## config.mk

```make
export PLATFORM = sky130hd
export DESIGN_NAME = nro_fibbinario_flat
export DESIGN_NICKNAME = d
export VERILOG_FILES = /design/src/rtl/nro_fibbinario_if.sv /design/src/rtl/nro_fibbinario.sv /design/src/flat_wrapper.sv
export SDC_FILE = /design/constraint.sdc
export NUM_CORES = 1
export LEC_CHECK = 0
export CORE_AREA = 2 2 44 46
export DETAILED_ROUTE_END_ITERATION = 10
export DIE_AREA = 0 0 46 48
export GPL_ROUTABILITY_DRIVEN = 1
export PLACE_DENSITY = 0.72
export SLEW_MARGIN = 30
export SYNTH_ARGS = -nofsm -noshare
export SYNTH_HDL_FRONTEND = slang
export SYNTH_SLANG_ARGS = --single-unit
```

## constraint.sdc

```tcl
create_clock -name clk -period 1.28 [get_ports clk]
set_input_delay 0.256 -clock clk [delete_from_list [all_inputs] [get_ports clk]]
set_output_delay 0.256 -clock clk [all_outputs]
set_load 0.01 [all_outputs]
```

## src/rtl/nro_fibbinario_if.sv

```systemverilog
// Signal bundle for the fibbinary detector: four value bits in, registered
// flag, sequence index and saturating hit count out.
interface nro_fibbinario_if #(
  parameter int unsigned CNT_W = 8
);
  logic             A;
  logic             B;
  logic             C;
  logic             D;
  logic             F;
  logic [2:0]       fib_index;
  logic [CNT_W-1:0] fib_count;

  modport master (
    output A, B, C, D,
    input  F, fib_index, fib_count
  );

  modport slave (
    input  A, B, C, D,
    output F, fib_index, fib_count
  );
endinterface

```

## src/rtl/nro_fibbinario.sv

```systemverilog
// Registered fibbinary detector: flags 4-bit values with no adjacent 1s,
// reports their rank in the fibbinary sequence and counts hits (saturating).
module nro_fibbinario #(
  parameter int unsigned CNT_W = 8
) (
  input  logic               clk,
  input  logic               reset,
  nro_fibbinario_if.slave    bus
);

  localparam logic [CNT_W-1:0] CNT_MAX = '1;

  logic [3:0]       v;
  logic             fib;
  logic [2:0]       idx;

  logic             f_q;
  logic [2:0]       idx_q;
  logic [CNT_W-1:0] cnt_q;

  // Index is the Zeckendorf value of the bit pattern (weights 5,3,2,1).
  always_comb begin
    v   = {bus.A, bus.B, bus.C, bus.D};
    fib = ~(bus.A & bus.B) & ~(bus.B & bus.C) & ~(bus.C & bus.D);
    // NOTE: default assigned first so every path drives idx and no latch is inferred.
    idx = 3'd0;
    case (v)
      4'b0000: idx = 3'd0;
      4'b0001: idx = 3'd1;
      4'b0010: idx = 3'd2;
      4'b0100: idx = 3'd3;
      4'b0101: idx = 3'd4;
      4'b1000: idx = 3'd5;
      4'b1001: idx = 3'd6;
      4'b1010: idx = 3'd7;
      default: idx = 3'd0;
    endcase
  end

  // NOTE: state registers use non-blocking assignments so all flops update together.
  always_ff @(posedge clk) begin
    if (reset) begin
      f_q   <= 1'b0;
      idx_q <= 3'd0;
      cnt_q <= '0;
    end else begin
      f_q   <= fib;
      idx_q <= idx;
      if (fib && (cnt_q != CNT_MAX)) begin
        cnt_q <= cnt_q + 1'b1;
      end
    end
  end

  assign bus.F         = f_q;
  assign bus.fib_index = idx_q;
  assign bus.fib_count = cnt_q;

endmodule

```

## src/flat_wrapper.sv

```systemverilog
// flat-port wrapper written by rule: the top's interface ports become plain ports
module nro_fibbinario_flat 
#(
  parameter int unsigned CNT_W = 8
)
  (clk, reset, bus_A, bus_B, bus_C, bus_D, bus_F, bus_fib_index, bus_fib_count);
  nro_fibbinario_if #(.CNT_W(CNT_W)) bus_i ();
  input  logic clk;
  input  logic reset;
  input wire logic [$bits(bus_i.A)-1:0] bus_A;
  input wire logic [$bits(bus_i.B)-1:0] bus_B;
  input wire logic [$bits(bus_i.C)-1:0] bus_C;
  input wire logic [$bits(bus_i.D)-1:0] bus_D;
  output wire logic [$bits(bus_i.F)-1:0] bus_F;
  output wire logic [$bits(bus_i.fib_index)-1:0] bus_fib_index;
  output wire logic [$bits(bus_i.fib_count)-1:0] bus_fib_count;
  assign bus_i.A = bus_A;
  assign bus_i.B = bus_B;
  assign bus_i.C = bus_C;
  assign bus_i.D = bus_D;
  assign bus_F = bus_i.F;
  assign bus_fib_index = bus_i.fib_index;
  assign bus_fib_count = bus_i.fib_count;
  nro_fibbinario #(.CNT_W(CNT_W)) u_core (.clk(clk), .reset(reset), .bus(bus_i));
endmodule
```

# Word level (Yosys, flattened, before mapping)
# Memory sizes are Yosys's and may differ from the RTL's. A register that Yosys moved wholly into a read port is not among the register bits.
# Index checks and enable logic that the tools add are counted.
[totals]
ff_bits = 9
rom_bits = 48
mem_count = 1
[mem_list]
columns = ["name", "words", "word_bits", "rd", "rd_clocked_by_memory_dff", "write_ports", "line_no", "rtl"]
rows = [
  ["(name not given)", 16, 3, 1, 1, 0, "nro_fibbinario.sv:27", "case (v)"],
]
[op_classes]
add_sub_neg = 1
n_eq_ne = 1
bitwise = 8
n_reduce_logical = 1
[ops]
columns = ["operator", "n"]
rows = [
  ["$add 8x1->8 const B", 1],
  ["$ne 8x8->1 const B", 1],
  ["$and 1x1->1", 5],
  ["$not 1->1", 3],
  ["$logic_and 1x1->1", 1],
]

# Logic depth before layout (Yosys ltp)
# Gate-level depths: netlist of the first run.
[depth]
depth_word = 5
ltp_mapped = 6
mapped_depth_nobuf = 6

# Worst setup path before layout of the first run
# Ideal clock, no wire load.
[synth_path]
kind = "register to register"
startpoint = "register u_core.cnt_q[0] (netlist: u_core.bus.fib_count[0])"
endpoint = "register u_core.cnt_q[6] (netlist: u_core.bus.fib_count[6])"
setup_time_ps = 91
arrival_time_ps = 1241
setup_slack_ps = -52
path_stages_with_launch = 6
n_path_buf = 0
synth_period_minus_slack_ps = 1332
cell_sequence = "dfxtp_1 -> ha_1 -> nand3_1 -> nor3_2 -> a31oi_1 -> a311oi_1"
[synth_via]
elab_chain_cells = 2
[synth_lines]
columns = ["item", "line_no", "rtl"]
rows = [
  ["start, declared", "nro_fibbinario.sv:19", "logic [CNT_W-1:0] cnt_q;"],
  ["start signal, assigned", "nro_fibbinario.sv:50", "cnt_q <= cnt_q + 1'b1;"],
  ["branches (longest 2 deep; another with $add 8x1->8)", "--", ""],
]
# Several ways; the timed one is not identified.
# A chain may end at the register's enable or synchronous reset.

# Worst setup path in the final report of the first run
[layout_path]
startpoint = "register u_core.cnt_q[0] (netlist: u_core.bus.fib_count[0])"
endpoint = "register u_core.cnt_q[5] (netlist: u_core.bus.fib_count[5])"
# Same word-level chain as after synthesis.

==> results of run 1 <==
==> routing by layer <==
layer	GRT usage	wire [µm]
met1	0.1861	715
met2	0.2500	816
met3	0.03396	71
met4	0.05143	13
met5	0	0
==> synth_stat cells (all sizes together) <==
library cell  number
a211oi             1
a21oi              2
a311oi             2
a31oi              2
and2b              1
and3               3
clkbuf             1
dfxtp             12
ha                 6
inv                4
mux2               1
mux2i              3
nand2              2
nand3              2
nand4              1
nor2               9
nor2b              2
nor3               4
nor3b              1
o2111ai            2
o211a              1
o21a               2
o21ai              2
xnor2              1
xor2               1
==> critical path, cell delays in order (launching register included) <==
cell and delay [ps]:
dfxtp_4 350, buf_6 100, nand3_4 70, nor3_4 200, o2111ai_2 140, mux2_4 310
==> what timing repair did <==
action | 4_1_cts | 5_1_grt
setup buffers | 0 | 1
endpoints found under the setup margin | 22 | 7
pin swaps | 2 | 5
gates resized for setup | 20 | 8
==> metrics by stage <==
step	power, mW	hold slack [ps]	setup TNS, ps
after global placement	0.5643	544.1	-4064
after detailed placement	0.5685	540.0	-4290
final	0.8779	499.2	-16.02
after floorplan	0.4785	327.6	0
after CTS	0.8638	467.4	0
after global routing	0.9235	518.2	-243.8
==> cells by family after synthesis <==
logic type,Yosys count,share of synthesized area
AND/OR/NAND/NOR,25,0.2203
AO/OA/AOI/OAI,14,0.1677
flip-flops,12,0.3743
adder cells (fa/ha/maj),6,0.1170
buffers and inverters,5,0.02923
multiplexers,4,0.06433
XOR/XNOR,2,0.02730
==> power groups by stage <==
stage	clock network [mW]	registers, mW	logic (mW)
finish	0.310	0.398	0.169
global route	0.336	0.400	0.187
CTS	0.315	0.397	0.152
detailed placement	0	0.406	0.162
global placement	0	0.406	0.159
floorplan	0	0.417	0.0613
==> path summary, 6_finish.rpt <==
check,depth (start not counted),slack [ps],to
worst min register to register,2,590,u_core.bus.fib_count[6]$_SDFFE_PP0P_
worst max-delay path,5,-20,u_core.bus.fib_count[5]$_SDFFE_PP0P_
worst min-delay path,3,500,u_core.bus.F$_SDFF_PP0_
worst max register to register,5,-20,u_core.bus.fib_count[5]$_SDFFE_PP0P_
==> state kept, by name, summed over array words and instances, names as in the netlist <==
| name | flops |
|---|---|
| u_core.bus.fib_count | 8 |
| u_core.bus.fib_index | 3 |
| u_core.bus.F | 1 |
==> layout by cell type (no fill, tap or decap), types with 3 or more instances in the layout <==
master and count:
and3_1 3, clkbuf_4 3, mux2i_1 3, dfxtp_2 4, inv_1 4, buf_4 15
dfxtp_1 7, ha_1 4, nor2_1 9, dlygate4sd2_1 14
==> final cells by class <==
cell class,instances,area share
multi-input combinational,51,0.4175
tap,17,0.02033
clock buffer,4,0.03469
sequential,12,0.2380
timing repair buffer,34,0.2751
inverter,4,0.01435
==> out/metrics.cfg, run 1 <==
[power_and_ir_drop]
comb_power_share = 0.193
switching_share = 0.2563
cellPowerDensity_mw_per_mm2 = 839.3
internal_power_mw = 0.6529
seqPwrFrac = 0.454
leakage_nw = 0.4911
ir_drop_mv = 0.8510
p_switching_mw = 0.2250
clockPowerShare = 0.353

[place]
globalplace.congestion = 0.7709
io_buffer_count = 17
dp.cells = 117
place_hpwl_um = 1126
pre_cts_slack_ps = -489.2
post_dp_cell_area_um2 = 967.2

[global_routing]
gr-total-overflow = 0
grt_pass1_vias = 563
antenna_found_initial = 0
grt_max_degree = 12
grt_pass1_wl_um = 2359
grt_usage = 0.1485

[setup_path]
cp.required_ps = 1440
crit_start = u_core.bus.fib_count[0]$_SDFFE_PP0P_
critical_path_class = flip-flop to flip-flop
crit_path_start_kind = flip-flop
crit_arrival_ps = 1460
path_max_fanout = 3
endpoint_kind = flip-flop
r2r_start = u_core.bus.fib_count[0]$_SDFFE_PP0P_

[floorplan]
die-area_mm2 = 0.002208
core_area_mm2 = 0.001689
dieWidth_um = 46
io_pins = 18
die_h_um = 48
std_cell_rows = 15
initial_core_util = 0.3800

[timing]
clock_skew_ps = 3.713
fin_ws_ps = -16.02
worst_slew_pin_slew_ps = 290.3
hold_viol_final = 0
rsz0062_at_grt = true
finalCriticalPeriod_ps = 1296
fmax_ghz = 0.7716
period_share = 1.013
slew_headroom = 0.8044
final_max_slew_viol_count = 0
finalSetupViolCount = 1

[cts]
clock_path_buffers = 2
ctsRootBufferMaster = clkbuf_4
clkSinkCount = 12
path_clk_slew_ps = 80
cts_tree = built
cts_hold_buffers = 0
htreeDepth = 1
insertion_delay_ps = 270
cts_buffers = 3

[final_layout]
finalInstanceArea_mm2 = 0.001046
fin_cells = 122
syn2layout_area_growth_pct = 62.96
final_nets = 118
final_util = 0.6193
drive_above_1_share = 0.3524
nFillCells = 151
regArea_um2 = 249.0
multi_input_area_um2 = 436.7
antenna_cells = 0

[run]
drv_cap = 0

[synthesis]
yosysTopAreaCell = dfxtp_1
avgSynthCellArea_um2 = 9.439
ys_top_cells_by_area = dfxtp_1 (37%), ha_1 (12%), nor2_1 (5.3%)
yosysSeqAreaShare = 0.3743
ys_types = 28
synth_top_area_frac = 0.3743
synthesis.nets = 80
synth_cells = 68
ys_ff_latch = 12
synth_warnings = 0
syn-cell-area_um2 = 641.9

[status]
failed_checks = negative setup slack
outcome = complete, but fails checks

[detailed_routing]
wl_um = 1616
wl_per_cell_um = 13.25
vias = 630
drtIter0Drc = 5
drc_errors = 0
detail-route-antenna-nets = 0
viasPerCell = 5.164
drt-pass1-iter-count = 4

[hold_path]
worstHoldStart = bus_B
hold_path_class = primary input to flip-flop

Power figures use the tool's default switching activity.
==> run 2: changes to the inputs <==
--- a/config.mk
+++ b/config.mk
@@ -9,6 +9,7 @@
 export DETAILED_ROUTE_END_ITERATION = 10
 export DIE_AREA = 0 0 46 48
 export GPL_ROUTABILITY_DRIVEN = 1
+export GPL_TIMING_DRIVEN = 0
 export PLACE_DENSITY = 0.72
 export SLEW_MARGIN = 30
 export SYNTH_ARGS = -nofsm -noshare
==> run 2 against run 1 <==
The flow now finishes without violations. Critical path depth shrank 2. Register-to-register slack gained 30 ps. Flip-flop and latch count is the same. Combinational power shrank 25%.
==> out/metrics.cfg, run 2 (synthesized netlist as in run 1, its figures left out) <==
[status]
outcome = completed

[power_and_ir_drop]
finalPower_mw = 0.8232  ; -6.2%
ir_drop_mv = 0.5612  ; -34%
leakage_nw = 0.4443  ; -9.5%
cellPowerDensity_mw_per_mm2 = 851.1  ; +1.4%

[timing]
fin_ws_ps = 14.32  ; +30.34 ps
final_max_slew_viol_count = 0  ; unchanged
period_share = 0.9888  ; -0.02371
finalCriticalPeriod_ps = 1266  ; -30.34 ps
slew_headroom = 0.6960  ; -0.1084
fmax_ghz = 0.7901  ; +2.4%
worst_slew_pin_slew_ps = 456.0  ; +165.7 ps
final.setup.tns_ps = 0  ; +16.02 ps
holdWs_ps = 406.5  ; -92.62 ps
hold_viol_final = 0  ; unchanged
finalSetupViolCount = 0  ; -1
rsz0062_at_grt = true
clock_skew_ps = 2.568  ; -1.145 ps

[setup_path]
cp_num_buf_inv = 0  ; -1
critPathSlowestCell = dfxtp_4
crit_arrival_ps = 1430  ; -30 ps
cp_cell_sequence = nand4_1, o2111ai_2, mux2_1
r2r_start = u_core.bus.fib_count[4]$_SDFFE_PP0P_
crit_family = flip-flops
endpoint_kind = flip-flop
timing.rr.end = u_core.bus.fib_count[5]$_SDFFE_PP0P_
crit_path_start_kind = flip-flop
cp.required_ps = 1450  ; about the same
path_max_fanout = 5  ; +2
reg2reg_depth = 3  ; -2
slowest_delay_ps = 370  ; +20 ps
critical_path_class = flip-flop to flip-flop
r2r_slack_ps = 10  ; +30 ps

[global_routing]
grt-busiest-layer = met2
grt_pass1_vias = 509  ; -9.6%
grt_max_degree = 11  ; -1
gr-total-overflow = 0  ; unchanged
grt_pass1_wl_um = 2063  ; -13%
grt_usage = 0.1391  ; -0.009460
use_met1 = 0.1432  ; -0.04292
antenna_found_initial = 0  ; unchanged
grtUsageMet2 = 0.2222  ; -0.02778
use_met3 = 0.07170  ; +0.03774

[cts]
cts_buffers = 3  ; unchanged
htreeDepth = 1  ; unchanged
insertion_delay_ps = 280  ; about the same
clkSinkCount = 12  ; unchanged
clock_path_buffers = 2  ; unchanged
path_clk_slew_ps = 70  ; about the same
cts_tree = built
ctsRootBufferMaster = clkbuf_4
cts_hold_buffers = 0  ; unchanged

[place]
pre_cts_slack_ps = -644.2  ; -155.0 ps
globalplace.congestion = 0.7425  ; -3.7%
io_buffer_count = 17  ; unchanged
place_hpwl_um = 909.2  ; -19%
post_dp_cell_area_um2 = 850.8  ; -12%
dp.cells = 102  ; -13%

[hold_path]
hold_path_class = primary input to flip-flop
min_path_cells = 3  ; unchanged
worstHoldStart = bus_C
worst_hold_path.endpoint = u_core.bus.F$_SDFF_PP0_

[floorplan]
die_h_um = 48  ; unchanged
dieWidth_um = 46  ; unchanged
io_pins = 18  ; unchanged
die-area_mm2 = 0.002208  ; unchanged
std_cell_rows = 15  ; unchanged
core_area_mm2 = 0.001689  ; unchanged
initial_core_util = 0.3800  ; unchanged

[detailed_routing]
vias = 592  ; -6.0%
drc_errors = 0  ; unchanged
wl_um = 1336  ; -17%
drtIter0Drc = 9  ; +4
viasPerCell = 5.286  ; +2.4%
wl_per_cell_um = 11.93  ; -9.9%
drt-pass1-iter-count = 6  ; +2
detail-route-antenna-nets = 0  ; unchanged

[run]
drv_cap = 0  ; unchanged

[final_layout]
mostFrequentLayoutCells = dlygate4sd2_1 (14), nor2_1 (9), buf_4 (6)
final_common_cell = dlygate4sd2_1
syn2layout_area_growth_pct = 50.68
final_nets = 108  ; -8.5%
fin_cells = 112  ; -8.2%
drive_above_1_share = 0.3158  ; -0.03659
largest_reg_flops = 8  ; unchanged
finalInstanceArea_um2 = 967.2  ; -7.5%
antenna_cells = 0  ; unchanged
final_util = 0.5726  ; -0.04667

==> run 2: cell count changes in the layout (fill, tap and decap cells not counted), moves of 2 or more <==
cell	change
dfxtp_1	-3
buf_4	-9
buf_6	-2
dfxtp_4	+4
clkdlybuf4s15_1	-2
clkbuf_2	+2
==> run 2: timing repair <==
item,4_1_cts,5_1_grt
resized for setup,20,15
pin swaps,3,10
setup buffers,1,5
setup endpoints to repair,22,8
==> run 2: layer usage <==
layer | up-vias | part of all wire | wire length [µm]
li1 | 299 | - | -
met1 | 268 | 0.40 | 535
met2 | 23 | 0.51 | 675
met3 | 2 | 0.076 | 102
met4 | 0 | 0.016 | 22
met5 | - | 0 | 0
==> run 2: worst max path at each step <==
stage	from	to	slack, ps	cells past startpoint
after floorplan	u_core.bus.fib_count[1]$_SDFFE_PP0P_	u_core.bus.fib_count[6]$_SDFFE_PP0P_	3	5
after global placement	bus_A	u_core.bus.fib_count[5]$_SDFFE_PP0P_	-630	5
after detailed placement	bus_A	u_core.bus.fib_count[5]$_SDFFE_PP0P_	-640	5
after CTS	u_core.bus.fib_count[2]$_SDFFE_PP0P_	u_core.bus.fib_count[5]$_SDFFE_PP0P_	-90	4
after global routing	u_core.bus.fib_count[1]$_SDFFE_PP0P_	u_core.bus.fib_count[6]$_SDFFE_PP0P_	-80	5
final	u_core.bus.fib_count[4]$_SDFFE_PP0P_	u_core.bus.fib_count[5]$_SDFFE_PP0P_	10	3
==> run 2: power breakdown <==
| part | switching [mW] | internal [mW] | leakage (nW) |
|---|---|---|---|
| Sequential | 0.0139 | 0.384 | 0.103 |
| Combinational | 0.0642 | 0.0616 | 0.320 |
| Clock | 0.126 | 0.173 | 0.0210 |
| Total | 0.204 | 0.619 | 0.444 |
==> run 2: area by class of cell <==
cell class	count	area (µm²)
Clock buffer	4	36.28
Multi-Input combinational cell	51	440.4
Fill cell	159	721.9
Inverter	4	15.01
Sequential cell	12	262.8
Buffer	1	3.754
Tap cell	17	21.27
Timing Repair Buffer	23	187.7
==> run 2: worst min-delay path, stage by stage <==
cell	delay, ps
clkbuf_2	160
o21a_4	180
nor3_1	50
